**src/rtl/piano_pkg.sv**
```systemverilog
// Shared types and constants for the piano voice scheduler: note indices,
// octave limits, the base half-period table and the sample sequencer states.
package piano_pkg;

  localparam int         NOTE_COUNT = 12;
  localparam logic [1:0] OCT_MAX    = 2'd3;
  localparam int         HALF_W     = 18;

  typedef logic [3:0]        note_t;
  typedef logic [HALF_W-1:0] half_t;

  typedef enum logic [0:0] {
    SEQ_IDLE = 1'b0,
    SEQ_PEND = 1'b1
  } seq_state_t;

  // Half period in CLOCK_50 cycles of each note at octave shift 0.
  function automatic half_t base_half(input note_t note);
    half_t r;
    case (note)
      4'd0:    r = 18'd191109;
      4'd1:    r = 18'd180388;
      4'd2:    r = 18'd170265;
      4'd3:    r = 18'd160705;
      4'd4:    r = 18'd151685;
      4'd5:    r = 18'd143172;
      4'd6:    r = 18'd135139;
      4'd7:    r = 18'd127551;
      4'd8:    r = 18'd120395;
      4'd9:    r = 18'd113636;
      4'd10:   r = 18'd107259;
      4'd11:   r = 18'd101239;
      default: r = 18'd191109;
    endcase
    return r;
  endfunction

endpackage

```
**src/rtl/voice_scheduler_if.sv**
```systemverilog
// Audio_Controller output FIFO handshake: the scheduler writes one mixed
// sample per strobe whenever the controller reports free space.
interface voice_scheduler_if;
  logic               audio_out_allowed;
  logic               write_audio_out;
  logic signed [31:0] sample_out;

  modport master (
    input  audio_out_allowed,
    output write_audio_out,
    output sample_out
  );

  modport slave (
    output audio_out_allowed,
    input  write_audio_out,
    input  sample_out
  );
endinterface

```
**src/rtl/voice_scheduler_tone_voice.sv**
```systemverilog
// One square-wave tone voice: toggles its phase every i_half cycles while
// active and contributes +/-AMPLITUDE to the mix, or 0 when free.
module tone_voice
  import piano_pkg::*;
#(
  parameter logic signed [31:0] AMPLITUDE = 32'sd100000000
) (
  input  logic               CLOCK_50,
  input  logic               reset,
  input  logic               i_load,
  input  logic               i_clear,
  input  half_t              i_half,
  output logic               o_active,
  output logic signed [31:0] o_contrib
);

  logic  r_active;
  logic  r_phase;
  half_t r_count;
  half_t w_last;

  // A counter already past a freshly shortened half period toggles at once.
  assign w_last = i_half - 18'd1;

  always_ff @(posedge CLOCK_50 or posedge reset) begin
    if (reset) begin
      r_active <= 1'b0;
      r_count  <= 18'd0;
      r_phase  <= 1'b1;
    end else if (i_load) begin
      r_active <= 1'b1;
      r_count  <= 18'd0;
      r_phase  <= 1'b1;
    end else if (i_clear) begin
      r_active <= 1'b0;
      r_count  <= 18'd0;
      r_phase  <= 1'b1;
    end else if (r_active) begin
      if (r_count >= w_last) begin
        r_count <= 18'd0;
        r_phase <= ~r_phase;
      end else begin
        r_count <= r_count + 18'd1;
      end
    end
  end

  always_comb begin
    o_contrib = 32'sd0;
    if (!r_active) begin
      o_contrib = 32'sd0;
    end else if (r_phase) begin
      o_contrib = AMPLITUDE;
    end else begin
      o_contrib = -AMPLITUDE;
    end
  end

  assign o_active = r_active;

endmodule

```
**src/rtl/voice_scheduler.sv**
```systemverilog
// Polyphonic voice allocator, saturating octave shift and fixed-rate sample
// sequencer feeding the Audio_Controller output FIFO.
module voice_scheduler
  import piano_pkg::*;
#(
  parameter int                 NUM_VOICES = 4,
  parameter logic signed [31:0] AMPLITUDE  = 32'sd100000000,
  parameter int                 SAMPLE_DIV = 1042
) (
  input  logic                  CLOCK_50,
  input  logic                  reset,
  input  logic [11:0]           key_req,
  input  logic                  oct_up,
  input  logic                  oct_down,
  voice_scheduler_if.master     aud,
  output logic [NUM_VOICES-1:0] voice_busy,
  output logic [1:0]            octave,
  output logic                  key_overflow,
  output logic                  sample_drop
);

  localparam int VW = (NUM_VOICES > 1) ? $clog2(NUM_VOICES) : 1;
  localparam int DW = (SAMPLE_DIV > 1) ? $clog2(SAMPLE_DIV) : 1;
  localparam logic [DW-1:0] DIV_LAST = DW'(SAMPLE_DIV - 1);

  logic [3:0]            r_scan;
  note_t                 r_note [NUM_VOICES];
  logic                  r_ovf;
  logic [NUM_VOICES-1:0] w_busy, w_load, w_clear;
  logic                  w_key, w_assigned, w_free, w_overflow;
  logic [VW-1:0]         w_assigned_idx, w_free_idx;

  // The scanned key either claims the lowest free voice or releases its own.
  always_comb begin
    w_key          = key_req[r_scan];
    w_assigned     = 1'b0;
    w_assigned_idx = '0;
    w_free         = 1'b0;
    w_free_idx     = '0;
    for (int v = NUM_VOICES - 1; v >= 0; v--) begin
      w_assigned     = w_assigned | (w_busy[v] & (r_note[v] == r_scan));
      w_assigned_idx = (w_busy[v] && (r_note[v] == r_scan)) ? VW'(v) : w_assigned_idx;
      w_free         = w_free | ~w_busy[v];
      w_free_idx     = w_busy[v] ? w_free_idx : VW'(v);
    end
    w_overflow = w_key & ~w_assigned & ~w_free;
    for (int v = 0; v < NUM_VOICES; v++) begin
      w_load[v]  = w_key & ~w_assigned & w_free & (w_free_idx == VW'(v));
      w_clear[v] = ~w_key & w_assigned & (w_assigned_idx == VW'(v));
    end
  end

  always_ff @(posedge CLOCK_50 or posedge reset) begin
    if (reset) begin
      r_scan <= 4'd0;
      r_ovf  <= 1'b0;
      for (int v = 0; v < NUM_VOICES; v++) r_note[v] <= 4'd0;
    end else begin
      r_scan <= (r_scan == 4'(NOTE_COUNT - 1)) ? 4'd0 : r_scan + 4'd1;
      r_ovf  <= w_overflow;
      for (int v = 0; v < NUM_VOICES; v++) begin
        if (w_load[v]) r_note[v] <= r_scan;
      end
    end
  end

  logic [1:0] r_up_sync, r_dn_sync, r_octave;
  logic       r_up_prev, r_dn_prev;
  logic       w_up_edge, w_dn_edge;

  assign w_up_edge = r_up_sync[1] & ~r_up_prev;
  assign w_dn_edge = r_dn_sync[1] & ~r_dn_prev;

  // Opposing edges in the same cycle cancel; both ends saturate.
  always_ff @(posedge CLOCK_50 or posedge reset) begin
    if (reset) begin
      r_up_sync <= 2'b00;
      r_dn_sync <= 2'b00;
      r_up_prev <= 1'b0;
      r_dn_prev <= 1'b0;
      r_octave  <= 2'd0;
    end else begin
      r_up_sync <= {r_up_sync[0], oct_up};
      r_dn_sync <= {r_dn_sync[0], oct_down};
      r_up_prev <= r_up_sync[1];
      r_dn_prev <= r_dn_sync[1];
      if (w_up_edge && !w_dn_edge && (r_octave != OCT_MAX)) begin
        r_octave <= r_octave + 2'd1;
      end else if (w_dn_edge && !w_up_edge && (r_octave != 2'd0)) begin
        r_octave <= r_octave - 2'd1;
      end
    end
  end

  logic signed [31:0] w_contrib [NUM_VOICES];
  half_t              w_half    [NUM_VOICES];
  logic signed [31:0] w_mix;

  for (genvar g = 0; g < NUM_VOICES; g++) begin : g_voice
    assign w_half[g] = base_half(r_note[g]) >> r_octave;
    tone_voice #(.AMPLITUDE(AMPLITUDE)) u_voice (
      .CLOCK_50  (CLOCK_50),
      .reset     (reset),
      .i_load    (w_load[g]),
      .i_clear   (w_clear[g]),
      .i_half    (w_half[g]),
      .o_active  (w_busy[g]),
      .o_contrib (w_contrib[g])
    );
  end

  always_comb begin
    w_mix = 32'sd0;
    for (int v = 0; v < NUM_VOICES; v++) w_mix = w_mix + w_contrib[v];
  end

  seq_state_t         r_state, w_state_next;
  logic [DW-1:0]      r_div;
  logic               w_strobe, w_write_next, w_drop_next;
  logic               r_write, r_drop;
  logic signed [31:0] r_sample;

  assign w_strobe = (r_div == DIV_LAST);

  always_ff @(posedge CLOCK_50 or posedge reset) begin
    if (reset) begin
      r_div   <= '0;
      r_state <= SEQ_IDLE;
    end else begin
      r_div   <= w_strobe ? '0 : r_div + DW'(1);
      r_state <= w_state_next;
    end
  end

  // A strobe with space writes straight away; otherwise the sample waits.
  always_comb begin
    w_state_next = r_state;
    w_write_next = 1'b0;
    w_drop_next  = 1'b0;
    case (r_state)
      SEQ_IDLE: begin
        if (w_strobe && aud.audio_out_allowed) begin
          w_write_next = 1'b1;
          w_state_next = SEQ_IDLE;
        end else if (w_strobe) begin
          w_state_next = SEQ_PEND;
        end else begin
          w_state_next = SEQ_IDLE;
        end
      end
      SEQ_PEND: begin
        w_drop_next = w_strobe;
        if (aud.audio_out_allowed) begin
          w_write_next = 1'b1;
          w_state_next = SEQ_IDLE;
        end else begin
          w_state_next = SEQ_PEND;
        end
      end
      default: w_state_next = SEQ_IDLE;
    endcase
  end

  always_ff @(posedge CLOCK_50 or posedge reset) begin
    if (reset) begin
      r_write  <= 1'b0;
      r_drop   <= 1'b0;
      r_sample <= 32'sd0;
    end else begin
      r_write <= w_write_next;
      r_drop  <= w_drop_next;
      if (w_strobe) r_sample <= w_mix;
    end
  end

  assign aud.write_audio_out = r_write;
  assign aud.sample_out      = r_sample;
  assign voice_busy          = w_busy;
  assign octave              = r_octave;
  assign key_overflow        = r_ovf;
  assign sample_drop         = r_drop;

endmodule
```
**src/flat_wrapper.sv**
```systemverilog
// flat-port wrapper written by rule: the top's interface ports become plain ports
module voice_scheduler_flat import piano_pkg::*;
#(
  parameter int                 NUM_VOICES = 4,
  parameter logic signed [31:0] AMPLITUDE  = 32'sd100000000,
  parameter int                 SAMPLE_DIV = 1042
)
  (CLOCK_50, reset, key_req, oct_up, oct_down, voice_busy, octave, key_overflow, sample_drop, aud_audio_out_allowed, aud_write_audio_out, aud_sample_out);
  voice_scheduler_if aud_i ();
  input  logic CLOCK_50;
  input  logic reset;
  input  logic [11:0] key_req;
  input  logic oct_up;
  input  logic oct_down;
  output logic [NUM_VOICES-1:0] voice_busy;
  output logic [1:0] octave;
  output logic key_overflow;
  output logic sample_drop;
  input wire logic [$bits(aud_i.audio_out_allowed)-1:0] aud_audio_out_allowed;
  output wire logic [$bits(aud_i.write_audio_out)-1:0] aud_write_audio_out;
  output wire logic [$bits(aud_i.sample_out)-1:0] aud_sample_out;
  assign aud_i.audio_out_allowed = aud_audio_out_allowed;
  assign aud_write_audio_out = aud_i.write_audio_out;
  assign aud_sample_out = aud_i.sample_out;
  voice_scheduler #(.NUM_VOICES(NUM_VOICES), .AMPLITUDE(AMPLITUDE), .SAMPLE_DIV(SAMPLE_DIV)) u_core (.CLOCK_50(CLOCK_50), .reset(reset), .key_req(key_req), .oct_up(oct_up), .oct_down(oct_down), .aud(aud_i), .voice_busy(voice_busy), .octave(octave), .key_overflow(key_overflow), .sample_drop(sample_drop));
endmodule
```
**config.mk**
```make
export PLATFORM = sky130hd
export DESIGN_NAME = voice_scheduler_flat
export DESIGN_NICKNAME = d
export VERILOG_FILES = /design/src/rtl/piano_pkg.sv /design/src/rtl/voice_scheduler_if.sv /design/src/rtl/voice_scheduler_tone_voice.sv /design/src/rtl/voice_scheduler.sv /design/src/flat_wrapper.sv
export SDC_FILE = /design/constraint.sdc
export NUM_CORES = 1
export LEC_CHECK = 0
export BUFFER_PORTS_ARGS = -buffer_cell sky130_fd_sc_hd__buf_2
export CORE_MARGIN = 3
export CORE_UTILIZATION = 30
export DETAILED_ROUTE_END_ITERATION = 10
export PLACE_DENSITY_LB_ADDON = 0.1
export SYNTH_ARGS = -nofsm -noshare
export SYNTH_HDL_FRONTEND = slang
export SYNTH_SLANG_ARGS = --single-unit
export TNS_END_PERCENT = 50
```
**constraint.sdc**
```tcl
create_clock -name CLOCK_50 -period 8.3 [get_ports CLOCK_50]
set_clock_uncertainty 0.15 [all_clocks]
set_input_delay 0.83 -clock CLOCK_50 [delete_from_list [all_inputs] [get_ports CLOCK_50]]
set_output_delay 0.83 -clock CLOCK_50 [all_outputs]
set_load 0.01 [all_outputs]
```
After elaboration in Yosys (flattened, before gate mapping)
Memory sizes are Yosys's and may differ from the RTL's.
Index checks and enable logic that the tools add are counted.

storage, ports and cells
  bits of input ports = 17
  memories = 4
  bits in read-only memories = 1152
  register bits after elaboration = 155
  logic and storage cells = 208
  output and inout bits = 41

memories
  memory            depth  width  read ports  clocked after memory_dff  wr ports  line             RTL
  (name not given)  16     18     1           0                         0         piano_pkg.sv:20  case (note)
  (name not given)  16     18     1           0                         0         piano_pkg.sv:20
  (name not given)  16     18     1           0                         0         piano_pkg.sv:20
  (name not given)  16     18     1           0                         0         piano_pkg.sv:20

cells by class
  multiplexer cells = 70
  add/sub/neg operators = 15
  bitwise gates (word level) = 38
  shift operators = 4
  reductions and logical operators = 31
  equality and inequality tests = 13
  order comparisons = 5

operators by type and width
  cell                     number
  $mux W18                 16
  $mux W32                 8
  $add A32 B32 Y32         3
  $add A18 B1 Y18 const B  4
  $ge A18 B18 Y1           4
  $shr A18 B2 Y18          4
  $sub A18 B1 Y18 const B  4
  $mux W1                  31
  $reduce_bool A3 Y1       8
  $mux W2                  10
  $and A1 B1 Y1            18
  $eq A4 B4 Y1             4
  $not A1 Y1               14
  $reduce_bool A2 Y1       6
  $add A11 B1 Y11 const B  1
  $eq A11 B11 Y1 const B   1
  $mux W11                 1
  $logic_and A1 B1 Y1      9
  $eq A2 B2 Y1 const B     4
  $reduce_and A2 Y1        4
  $or A1 B1 Y1             6
  $lt A4 B5 Y1 const B     1
  $add A4 B1 Y4 const B    1
  $bmux W1 S4              1
  9 further kinds          13

Longest topological paths before layout
Gate-level depths: netlist (run 1).

  word-level depth = 11
  gate-level depth with buffers = 23
  gate-level depth less buffers = 20

By module
A second synthesis (run 1) with hierarchy kept.

second synthesis, totals
  cell total of the unflattened synthesis = 2202
  area, all modules = 17620.6 um^2

modules (own cells, without submodules)
  module                                       area each (um^2)  instances  cells an instance  sequential area each (um^2)
  voice_scheduler                              10087.2           1          1320               1876.8
  tone_voice at u_core.g_voice[0].u_voice ...  1890.6            3          222                501.7
  tone_voice at u_core.g_voice[3].u_voice      1861.8            1          216                501.7

Worst setup path after synthesis (run 1)
No wires, ideal clock.

  path kind = register to register
  from = register u_core.r_octave[0], in the netlist u_core.octave[0]
  to = register u_core.g_voice[3].u_voice.r_count[5]
  path slack = 3.048 ns
  setup time = 0.066 ns
  clock period less this slack = 5.252 ns
  arrival time = 5.036 ns
  data required time = 8.084 ns
  stages on the path, launching flop included = 23
  buffers on the path = 7
  cell sequence = dfrtp_1 buf_2 clkinv_1 buf_2 buf_1 buf_1 buf_1 o21a_1 ha_1 o2111ai_1 nor3_1 nand4b_1 xnor2_1 ha_1 a21oi_1 a21oi_1 a2111oi_0 nor2_1 a211o_1 clkbuf_1 nor3_4 buf_2 a22o_1

between the ends
  cells in the longest elaborated chain, start to end = 7

RTL lines
  what                    line                              RTL
  from (decl)             voice_scheduler.sv:67             logic [1:0] r_up_sync, r_dn_sync, r_octave;
  from (signal assigned)  voice_scheduler.sv:88             r_octave <= r_octave + 2'd1;
  from (signal assigned)  voice_scheduler.sv:90             r_octave <= r_octave - 2'd1;
  $shr A18 B2 Y18         voice_scheduler.sv:100            assign w_half[g] = base_half(r_note[g]) >> r_octave;
  $sub A18 B1 Y18         voice_scheduler_tone_voice.sv:23  assign w_last = i_half - 18'd1;
  $ge A18 B18 Y1          voice_scheduler_tone_voice.sv:39  if (r_count >= w_last) begin
  $mux W18                voice_scheduler_tone_voice.sv:39
  $mux W18                voice_scheduler_tone_voice.sv:38  end else if (r_active) begin
  $mux W18                voice_scheduler_tone_voice.sv:34  end else if (i_clear) begin
  $mux W18                voice_scheduler_tone_voice.sv:30  end else if (i_load) begin
  to (signal assigned)    voice_scheduler_tone_voice.sv:43  r_count <= r_count + 18'd1;
  to (decl)               voice_scheduler_tone_voice.sv:19  half_t r_count;

No other way between the ends. The select of a mux whose other input is x is not followed.
A chain may end at the register's enable or synchronous reset.

Worst setup path after layout (run 1)
  from = register u_core.r_note[5] in the netlist's numbering
  to = register u_core.g_voice[2].u_voice.r_count[0]

between the ends
  cells in the longest elaborated chain, start to end = 10
  elaborated cells on any way between the ends = 25
  classes of those cells = add/sub: 1; order compare: 1; eq/ne: 2; shift: 1; mux: 7; bitwise: 10; reduce/logical: 2; memory: 1

RTL lines
  what                                                      line                              RTL
  from (decl)                                               voice_scheduler.sv:27             note_t r_note [NUM_VOICES];
  from (signal, indexed assignment)                         voice_scheduler.sv:62             if (w_load[v]) r_note[v] <= r_scan;
  branches (longest 10 deep; another with $mem_v2 Z16 W18)  -
  to (signal assigned)                                      voice_scheduler_tone_voice.sv:43
  to (decl)                                                 voice_scheduler_tone_voice.sv:19

Parallel ways; which one is timed is not known. The select of a mux whose other input is x is not followed.

==> run_results.csv, run 1 <==
group,metric,value,unit
route,vias_per_cell,5.50,
clock_network,clk_pin_slew_worst_paths,0.08,ns
global_routing,grtUsageMet2,0.271,
worst_setup_path,worstRegToRegCells,17,
global_routing,use_met3,0.0231,
placed_design,gp_congestion,0.804,
timing,slew_headroom,0.261,
timing,rsz0062_at_grt,"no",
global_routing,grt_pass1_wl,73500,um
worst_setup_path,rrSetupSlack,2.00,ns
synthesis,yosysSeqAreaShare,0.238,
clock_network,root_buffer,"clkbuf_16",
timing,setup_viol,0,
worst_setup_path,worstPathArrival,6.57,ns
clock_network,cts_tree,"built",
route,ant_nets,0,
run,drv_cap,0,
clock_network,clk_latency,0.48,ns
global_routing,grt_remaining_overflow,0,
layout,multi_input_area,10900,um2
worst_setup_path,critPathSlowestCell,"nor3b_4",
timing,slew_viol_final,0,
timing,fin_ws,2.00,ns
synthesis,yosysTopAreaCell,"dfrtp_1",
timing,max_freq,0.159,GHz
clock_network,cts_made_buffers,17,
worst_setup_path,cp.required,8.57,ns
floorplan,pin_count,58,
placed_design,port-buffer-count,49,
worst_setup_path,critPathLaunchType,"register",
clock_network,htreeDepth,4,
floorplan,die_h,233,um
global_routing,grt_pass1_vias,13300,
timing,setup_tns,0,ns
timing,period_minus_slack,6.30,ns
layout,drive_gt1_frac,0.0928,
synthesis,synth.top_cell.area_share,0.232,
route,wl_per_cell,17.9,um
clock_network,cts_setup_buffers,0,
route,num_vias,14000,
route,drt-total-wl,45600,um
floorplan,dieArea,54300,um2
floorplan,rows,82,
route,dr.pass1.iters,5,
route,drt_iter0_markers,950,
clock_network,cts.sinks,147,
synthesis,synth_seq_cells,147,
synthesis,ys_async_sr_fraction,1.00,
hold_path,worstHoldPathType,"reg2reg",
synthesis,synthesis.area,15400,um2
layout,nNetsFinal,2013,
timing,hold_viol,0,
global_routing,grt_use_met1,0.236,
placed_design,post-place-ws,2.04,ns
layout,seq_area,3690,um2
layout,final.fill_count,5363,
synthesis,synthFlopType,"dfrtp_1",
global_routing,grt_start_max_net_pins,90,
worst_setup_path,end_kind,"register",
synthesis,syn_avg_cell_area,8.12,um2
timing,worst_pin_slew,1.11,ns
worst_setup_path,crit_chain,"inv_1, ha_1, and2_0, o32ai_1, o32ai_1, o221ai_1, nor3_1, nand2_1, xor2_1, ha_1, a21oi_1, o21a_1, o21ai_0, o31ai_1, nand4_2, nor3b_4, mux2_2",
synthesis,ys_types,103,
clock_network,postCtsHoldBufs,0,
run_status,outcome,"complete, no violations",
layout,num_antenna_cells,0,
hold_path,hold_depth,0,
worst_setup_path,critPathKind,"reg2reg",
synthesis,synth_edf_count,0,
placed_design,dp.final_hpwl,33100,um
layout,syn_to_final_growth,7.37,%
synthesis,postSynthCellCount,1903,
clock_network,clockBufferDepth,2,
floorplan,die_x,233,um
synthesis,synth.area.top_cells,"dfrtp_1 (23%), ha_1 (10%), nand2_1 (4.1%)",
clock_network,cts_resized,0,
worst_setup_path,max_stage_delay,0.87,ns
global_routing,grt.total_usage,0.169,
floorplan,core_area,50500,um2
global_routing,grt_antenna_before_repair,0,
worst_setup_path,critPathMaxFanout,18,
timing,finalCritPeriodShare,0.759,
global_routing,busiest_layer,"met2",
floorplan,start_util,0.306,
route,drc,0,
synthesis,yosys_warnings,0,
==> through the flow <==
stage	instances	hold slack, ns	util	instance area, um2
after detailed placement	2514	0.185	0.318	16000
after floorplan	1910	0.181	-	15500
after global routing	2546	0.214	0.329	16600
final	2546	0.184	0.329	16600
after CTS	2546	0.189	0.329	16600
after global placement	2514	0.187	0.318	16000
==> area by class of cell <==
type                       instances  share of cell area
clock buffer                      19              0.0273
sequential                       147               0.222
tap                              672              0.0507
timing repair buffer              67              0.0229
multi-input combinational       1572               0.658
clock inverter                    13             0.00618
inverter                          56              0.0130
==> cell usage in the layout, fill, tap and decap left out, drive strengths merged, types with 11 or more instances in the layout <==
master,count
nand2,170
dfrtp,143
o21ai,128
ha,125
nor2,119
a21oi,102
nand3,87
buf,67
nor3,61
inv,57
xnor2,52
nor2b,50
o31ai,47
a22o,38
nand2b,37
xor2,36
a31oi,35
a21o,33
and2,30
mux2i,29
o21a,22
and3,22
nand4,22
or3,19
mux2,19
clkbuf,19
a211oi,18
o211ai,18
nand3b,17
nand4b,16
nor4,15
o22ai,13
nor3b,11
==> flip-flops by register name, indices dropped and copies added (netlist names) <==
register                         cells
u_core.aud.sample_out               24
u_core.aud.write_audio_out           1
u_core.g_voice.u_voice.o_active      4
u_core.g_voice.u_voice.r_count      72
u_core.g_voice.u_voice.r_phase       4
u_core.key_overflow                  1
u_core.octave                        2
u_core.r_div                        11
u_core.r_dn_prev                     1
u_core.r_dn_sync                     2
u_core.r_note                       16
u_core.r_scan                        4
u_core.r_state                       1
u_core.r_up_prev                     1
u_core.r_up_sync                     2
u_core.sample_drop                   1
==> metal layers <==
layer,vias to the layer above,share of wire
met5,-,0
met4,0,0.015
met3,36,0.024
met2,199,0.46
met1,6810,0.50
li1,6950,-
==> worst paths after layout <==
check                                          from                              endpoint
worst max-delay path               u_core.r_note[5]  u_core.g_voice[2].u_voice.r_count[0]
worst min-delay path            u_core.r_dn_sync[0]                   u_core.r_dn_sync[1]
worst max register to register     u_core.r_note[5]  u_core.g_voice[2].u_voice.r_count[0]
worst min register to register  u_core.r_dn_sync[0]                   u_core.r_dn_sync[1]
max in group asynchronous                     reset  u_core.g_voice[2].u_voice.r_count[1]
min in group asynchronous                     reset                      u_core.r_dn_prev
==> critical path: cells and delay by family (launching register included) <==
family | cells | cell delay (ns)
AO/OA/AOI/OAI | 7 | 2.24
XOR/XNOR | 1 | 0.18
adder cells (fa/ha/maj) | 2 | 0.55
buffers and inverters | 1 | 0.24
flip-flops | 1 | 0.65
multiplexers | 1 | 0.28
AND/OR/NAND/NOR | 5 | 1.94
==> kinds of logic (layout without fill, tap and decap cells) <==
logic type / after synthesis / in the layout / synth area share
and+or+nand+nor: 717 / 717 / 0.248
AOI/OAI and AO/OA: 572 / 572 / 0.253
buffers and inverters: 191 / 155 / 0.0573
DFF: 147 / 147 / 0.238
adders and majority gates: 135 / 135 / 0.114
xor gates and xnor gates: 88 / 88 / 0.0499
muxes: 52 / 52 / 0.0390
other: 1 / 8 / 0.000243
==> synth_stat cells, drive strengths merged, types with 30 or more instances <==
master / instances
buf: 81
a31oi: 35
nand2b: 37
xor2: 36
a21oi: 102
nor2b: 50
o21ai: 128
nand2: 170
clkbuf: 54
ha: 125
nor3: 61
a21o: 33
nor2: 119
a22o: 38
o31ai: 47
and2: 30
xnor2: 52
dfrtp: 143
inv: 52
nand3: 87
Power of run 1 is not shown: default switching activity piles up to over one toggle a cycle in this logic, so the estimate is an artifact.
==> inputs of run 2 (changes only) <==
--- a/config.mk
+++ b/config.mk
@@ -5,6 +5,7 @@
 export SDC_FILE = /design/constraint.sdc
 export NUM_CORES = 1
 export LEC_CHECK = 0
+export ABC_AREA = 1
 export BUFFER_PORTS_ARGS = -buffer_cell sky130_fd_sc_hd__buf_2
 export CORE_MARGIN = 3
 export CORE_UTILIZATION = 30
==> constraint.sdc (replaced) <==
create_clock -name CLOCK_50 -period 5.15 [get_ports CLOCK_50]
set_clock_uncertainty 0.15 [all_clocks]
set_input_delay 0.515 -clock CLOCK_50 [delete_from_list [all_inputs] [get_ports CLOCK_50]]
set_output_delay 0.515 -clock CLOCK_50 [all_outputs]
set_load 0.01 [all_outputs]
==> run 2 against run 1 <==
Compared with the run above:
- core utilization rose by 0.27 points
- register-to-register slack got worse by 1.2 ns
- final cell count rose by 26%
- die area rose by 2.2%
- wire length rose by 4.9%
- first-iteration DRC count rose by 13%
- design area rose by 3.3%
- area after synthesis rose by 2.2%
- synthesized cell count rose by 32%
- via count rose by 13%
- global-route usage rose by 0.40 points
- non-clock buffer count rose by 14
- critical path type unchanged
==> run_results.csv, run 2 <==
group,metric,value,unit
clock_network,htreeDepth,4,
synthesis,synth_edf_count,0,
floorplan,pin_count,58,
clock_network,cts.sinks,147,
global_routing,grt.total_usage,0.173,
timing,max_freq,0.228,GHz
synthesis,synthesis.area,15800,um2
floorplan,rows,83,
placed_design,dp.final_hpwl,35800,um
floorplan,die_x,235,um
global_routing,grt_pass1_wl,79500,um
layout,seq_area,3690,um2
floorplan,die_h,235,um
timing,setup_viol,0,
run,drv_cap,0,
timing,slew_viol_final,0,
clock_network,cts_made_buffers,17,
synthesis,yosys_warnings,0,
layout,mostFrequentLayoutCells,"nand2_1 (727), nand3_1 (297), inv_1 (294)",
timing,fin_ws,0.772,ns
global_routing,grt_antenna_before_repair,0,
synthesis,synth.top_cell.area_share,0.227,
synthesis,postSynthCellCount,2509,
layout,fin_util,0.331,
route,drc,0,
floorplan,start_util,0.305,
timing,setup_tns,0,ns
synthesis,yosysTopAreaCell,"dfrtp_1",
placed_design,port-buffer-count,49,
route,ant_nets,0,
worst_setup_path,critPathMaxFanout,23,
route,wl_per_cell,15.0,um
route,dr.pass1.iters,5,
synthesis,synth_seq_cells,147,
route,drt_iter0_markers,1076,
route,drt-total-wl,47900,um
placed_design,post-place-ws,0.760,ns
timing,finalCritPeriodShare,0.850,
clock_network,clockBufferDepth,2,
synthesis,ys_async_sr_fraction,1.00,
placed_design,placed_cells,3161,
route,vias_per_cell,4.94,
hold_path,worstHoldPathType,"in2reg",
layout,final_common_cell,"nand2_1",
placed_design,gp_congestion,0.901,
floorplan,dieArea,55400,um2
synthesis,synthFlopType,"dfrtp_1",
synthesis,synth.area.top_cells,"dfrtp_1 (23%), nand2_1 (17%), ha_1 (9.9%)",
global_routing,grt_pass1_vias,15200,
worst_setup_path,worstPathArrival,4.55,ns
clock_network,clk_pin_slew_worst_paths,0.07,ns
worst_setup_path,critPathKind,"reg2reg",
layout,layout.cells.non_filler,3196,
synthesis,ys_types,42,
layout,num_antenna_cells,0,
layout,top_register,"u_core.g_voice.u_voice.r_count",
global_routing,grt_remaining_overflow,0,
layout,largest_reg_flops,72,
worst_setup_path,cp.required,5.32,ns
worst_setup_path,critPathLaunchType,"register",
layout,syn_to_final_growth,8.49,%
timing,worst_pin_slew,0.982,ns
synthesis,yosys-top-cells-count,"nand2_1 (727), nand3_1 (297), inv_1 (296), nor2_1 (224), dfrtp_1 (143)",
clock_network,cts_tree,"built",
layout,final.fill_count,5844,
worst_setup_path,end_kind,"register",
layout,multi_input_area,10300,um2
synthesis,syn_avg_cell_area,6.30,um2
timing,rsz0062_at_grt,"no",
floorplan,core_area,51700,um2
timing,hold_viol,0,
clock_network,clk_latency,0.48,ns
timing,slew_headroom,0.343,
route,num_vias,15800,
layout,nNetsFinal,2655,
synthesis,yosysSeqAreaShare,0.233,
global_routing,grt_start_max_net_pins,69,
timing,period_minus_slack,4.38,ns
synthesis,synth_most_common_cell,"nand2_1",
clock_network,root_buffer,"clkbuf_16",
run_status,outcome,"complete, no violations",
layout,drive_gt1_frac,0.0636,
==> run 2: cell families (layout without fill, tap and decap cells) <==
group,after synthesis,in the layout,synth area share
other,1,8,0.000237
flip-flops,147,147,0.233
AND/OR/NAND/NOR,1453,1453,0.401
XOR/XNOR,96,96,0.0532
AO/OA/AOI/OAI,253,253,0.0854
buffers and inverters,424,424,0.115
adder cells (fa/ha/maj),135,135,0.112
==> run 2: cell type report <==
cell class / count / area share
clock buffers: 18 / 0.0256
clock inverters: 14 / 0.0100
inverters: 311 / 0.0687
multi-input cells: 1945 / 0.602
flip-flops and latches: 147 / 0.215
well taps: 680 / 0.0496
repair buffers: 81 / 0.0288
==> run 2: what timing repair did <==
action | 4_1_cts | 5_1_grt
endpoints found under the hold margin | 9 | 0
gates resized for setup | 0 | 0
buffers inserted | 0 | 0
hold buffers | 3 | 0
==> run 2: routing by layer <==
layer,track usage,part of all wire
met1,0.242,0.50
met2,0.281,0.45
met3,0.0237,0.031
met4,0.0420,0.013
met5,0,0
==> run 2: worst paths after layout <==
| path | from | end | slack (ns) | cells after the start |
|---|---|---|---|---|
| max | u_core.octave[0] | u_core.g_voice[3].u_voice.r_count[2] | 0.77 | 21 |
| min | aud_audio_out_allowed | u_core.r_state | 0.04 | 2 |
| max reg2reg | u_core.octave[0] | u_core.g_voice[3].u_voice.r_count[2] | 0.77 | 21 |
| min reg2reg | u_core.r_up_sync[0] | u_core.r_up_sync[1] | 0.22 | 0 |
| max in group asynchronous | reset | u_core.octave[0] | 3.17 | 4 |
| min in group asynchronous | reset | u_core.r_div[6] | 0.53 | 3 |
==> run 2: worst max-delay path, cell delays in order (launching register included) <==
cell,delay (ns)
dfrtp_2,0.67
buf_4,0.33
nand2_1,0.22
inv_1,0.17
nand2_1,0.07
nand4_1,0.24
ha_1,0.25
inv_1,0.05
nor2_1,0.17
nand3_1,0.21
nor2_2,0.24
xor2_1,0.12
ha_1,0.28
nand2_1,0.09
nor2_1,0.14
and3_1,0.18
nand3_1,0.09
nand4_1,0.10
buf_4,0.25
nor2_1,0.06
nand4_1,0.07
o21ai_1,0.07
==> run 2: through the flow <==
step                cell area [um2]  hold slack, ns
CTS                           17100          0.0111
floorplan                     15800           0.181
global placement              16500           0.199
detailed placement            16500           0.200
finish                        17100          0.0447
global route                  17100          0.0248
Power of run 2 is left out for the same reason.
==> inputs of run 3 (changes only) <==
--- a/config.mk
+++ b/config.mk
@@ -10,6 +10,7 @@
 export CORE_MARGIN = 3
 export CORE_UTILIZATION = 30
 export DETAILED_ROUTE_END_ITERATION = 10
+export MAX_ROUTING_LAYER = met4
 export PLACE_DENSITY_LB_ADDON = 0.1
 export SYNTH_ARGS = -nofsm -noshare
 export SYNTH_HDL_FRONTEND = slang
==> run 3 against run 2 <==
Compared with the run above:
- critical path depth grew 1
- fmax grew 1.4%
- die area unchanged
- wire length is 0.19% higher
- sequential share of layout area about the same
- design area increased by 0.17%
- core utilization increased by 0.056 points
- global-route usage rose by 0.54 points
- final cell count is essentially flat
- via count about the same
- worst hold slack is essentially flat
==> run_results.csv, run 3 (synthesis gave the netlist of run 2 again) <==
group,metric,value,unit
run_status,outcome,"complete, no violations",
run,drv_cap,0,
clock_network,clk_pin_slew_worst_paths,0.06,ns
worst_setup_path,worstPathArrival,4.52,ns
layout,mostFrequentLayoutCells,"nand2_1 (727), nand3_1 (297), inv_1 (294)",
placed_design,gp_congestion,0.893,
route,vias_per_cell,4.94,
clock_network,cts_setup_buffers,0,
floorplan,rows,83,
timing,hold_ws,0.0446,ns
route,dr.pass1.iters,5,
layout,largest_reg_flops,72,
route,wl_per_cell,15.0,um
global_routing,grt_pass1_vias,15100,
clock_network,clockBufferDepth,2,
clock_network,root_buffer,"clkbuf_16",
global_routing,grt_antenna_before_repair,0,
global_routing,grt_start_max_net_pins,58,
clock_network,htreeDepth,4,
clock_network,cts.sinks,147,
timing,setup_viol,0,
layout,fin_util,0.332,
layout,syn_to_final_growth,8.67,%
route,drc,0,
layout,multi_input_area,10300,um2
placed_design,dp.final_hpwl,36000,um
clock_network,cts_tree,"built",
global_routing,grt_pass1_wl,79500,um
timing,slew_headroom,0.395,
layout,num_antenna_cells,0,
worst_setup_path,end_kind,"register",
layout,drive_gt1_frac,0.0616,
route,num_vias,15800,
worst_setup_path,critPathLaunchType,"register",
worst_setup_path,max_stage_delay,0.58,ns
route,drt-total-wl,48000,um
route,drt_iter0_markers,1001,
timing,finalCritPeriodShare,0.838,
clock_network,cts_made_buffers,17,
worst_setup_path,critPathMaxFanout,31,
floorplan,start_util,0.305,
timing,worst_pin_slew,0.908,ns
layout,top_register,"u_core.g_voice.u_voice.r_count",
layout,design_area,17200,um2
clock_network,clk_latency,0.47,ns
placed_design,port-buffer-count,49,
timing,max_freq,0.232,GHz
floorplan,die_h,235,um
layout,final_common_cell,"nand2_1",
floorplan,dieArea,55400,um2
worst_setup_path,cp.required,5.35,ns
worst_setup_path,timing.critical_path.mode_cell,"nand3_1",
global_routing,grt_remaining_overflow,0,
timing,slew_viol_final,0,
floorplan,pin_count,58,
worst_setup_path,crit_chain,"inv_2, buf_4, nand3_1, nand3_1, nand2_1, inv_1, ha_1, nand3_1, nor2_2, nand2_1, xnor2_1, inv_1, ha_1, nand2_1, nor2_1, and3_1, nand3_1, nand4_1, buf_4, nor2_1, nand4_1, o21ai_0",
timing,hold_viol,0,
timing,rsz0062_at_grt,"no",
timing,setup_tns,0,ns
layout,seq_area,3690,um2
timing,period_minus_slack,4.32,ns
layout,nNetsFinal,2654,
worst_setup_path,critPathSlowestCell,"dfrtp_2",
hold_path,worstHoldPathType,"in2reg",
floorplan,die_x,235,um
global_routing,grt.total_usage,0.178,
floorplan,core_area,51700,um2
layout,final.fill_count,5764,
worst_setup_path,critPathKind,"reg2reg",
placed_design,placed_area,16500,um2
route,ant_nets,0,
## run 3: stage by stage
stage                     worst slack (ns)  instances
final                                0.833       3195
after global routing                 0.382       3195
after global placement               0.828       3160
after floorplan                      0.540       2516
after CTS                            0.814       3195
after detailed placement             0.816       3160
## run 3: worst paths after layout
kind	startpoint	endpoint	slack, ns	cells after the start
max	u_core.octave[0]	u_core.g_voice[0].u_voice.r_count[11]	0.83	22
min	aud_audio_out_allowed	u_core.r_state	0.04	2
max reg2reg	u_core.octave[0]	u_core.g_voice[0].u_voice.r_count[11]	0.83	22
min reg2reg	u_core.r_dn_sync[0]	u_core.r_dn_sync[1]	0.21	0
max in group asynchronous	reset	u_core.octave[1]	3.23	4
min in group asynchronous	reset	u_core.r_div[7]	0.47	3
## run 3: routing by layer
layer	track usage	vias up	wire [um]
met2	0.277	294	21700
li1	-	8139	-
met1	0.244	7298	23800
met5	-	-	0
met4	0.0457	0	682
met3	0.0260	44	1780
## run 3: timing repair
action	4_1_cts	5_1_grt
hold endpoints to repair	56	0
gates resized for setup	0	0
hold buffers	3	0
## run 3: area by class of cell
class,instances,area share
Multi-Input combinational cell,1945,0.601
Sequential cell,147,0.215
Timing Repair Buffer,80,0.0283
Inverter,311,0.0686
Clock buffer,22,0.0265
Tap cell,680,0.0496
Clock inverter,10,0.0112
## run 3: worst max-delay path, delay by kind of cell (launching register included)
kind,cells,cell delay [ns]
AO/OA/AOI/OAI,1,0.10
XOR/XNOR,1,0.14
adder cells (fa/ha/maj),2,0.46
buffers and inverters,5,1.25
flip-flops,1,0.58
AND/OR/NAND/NOR,13,1.51
Power of run 3 is left out for the same reason.
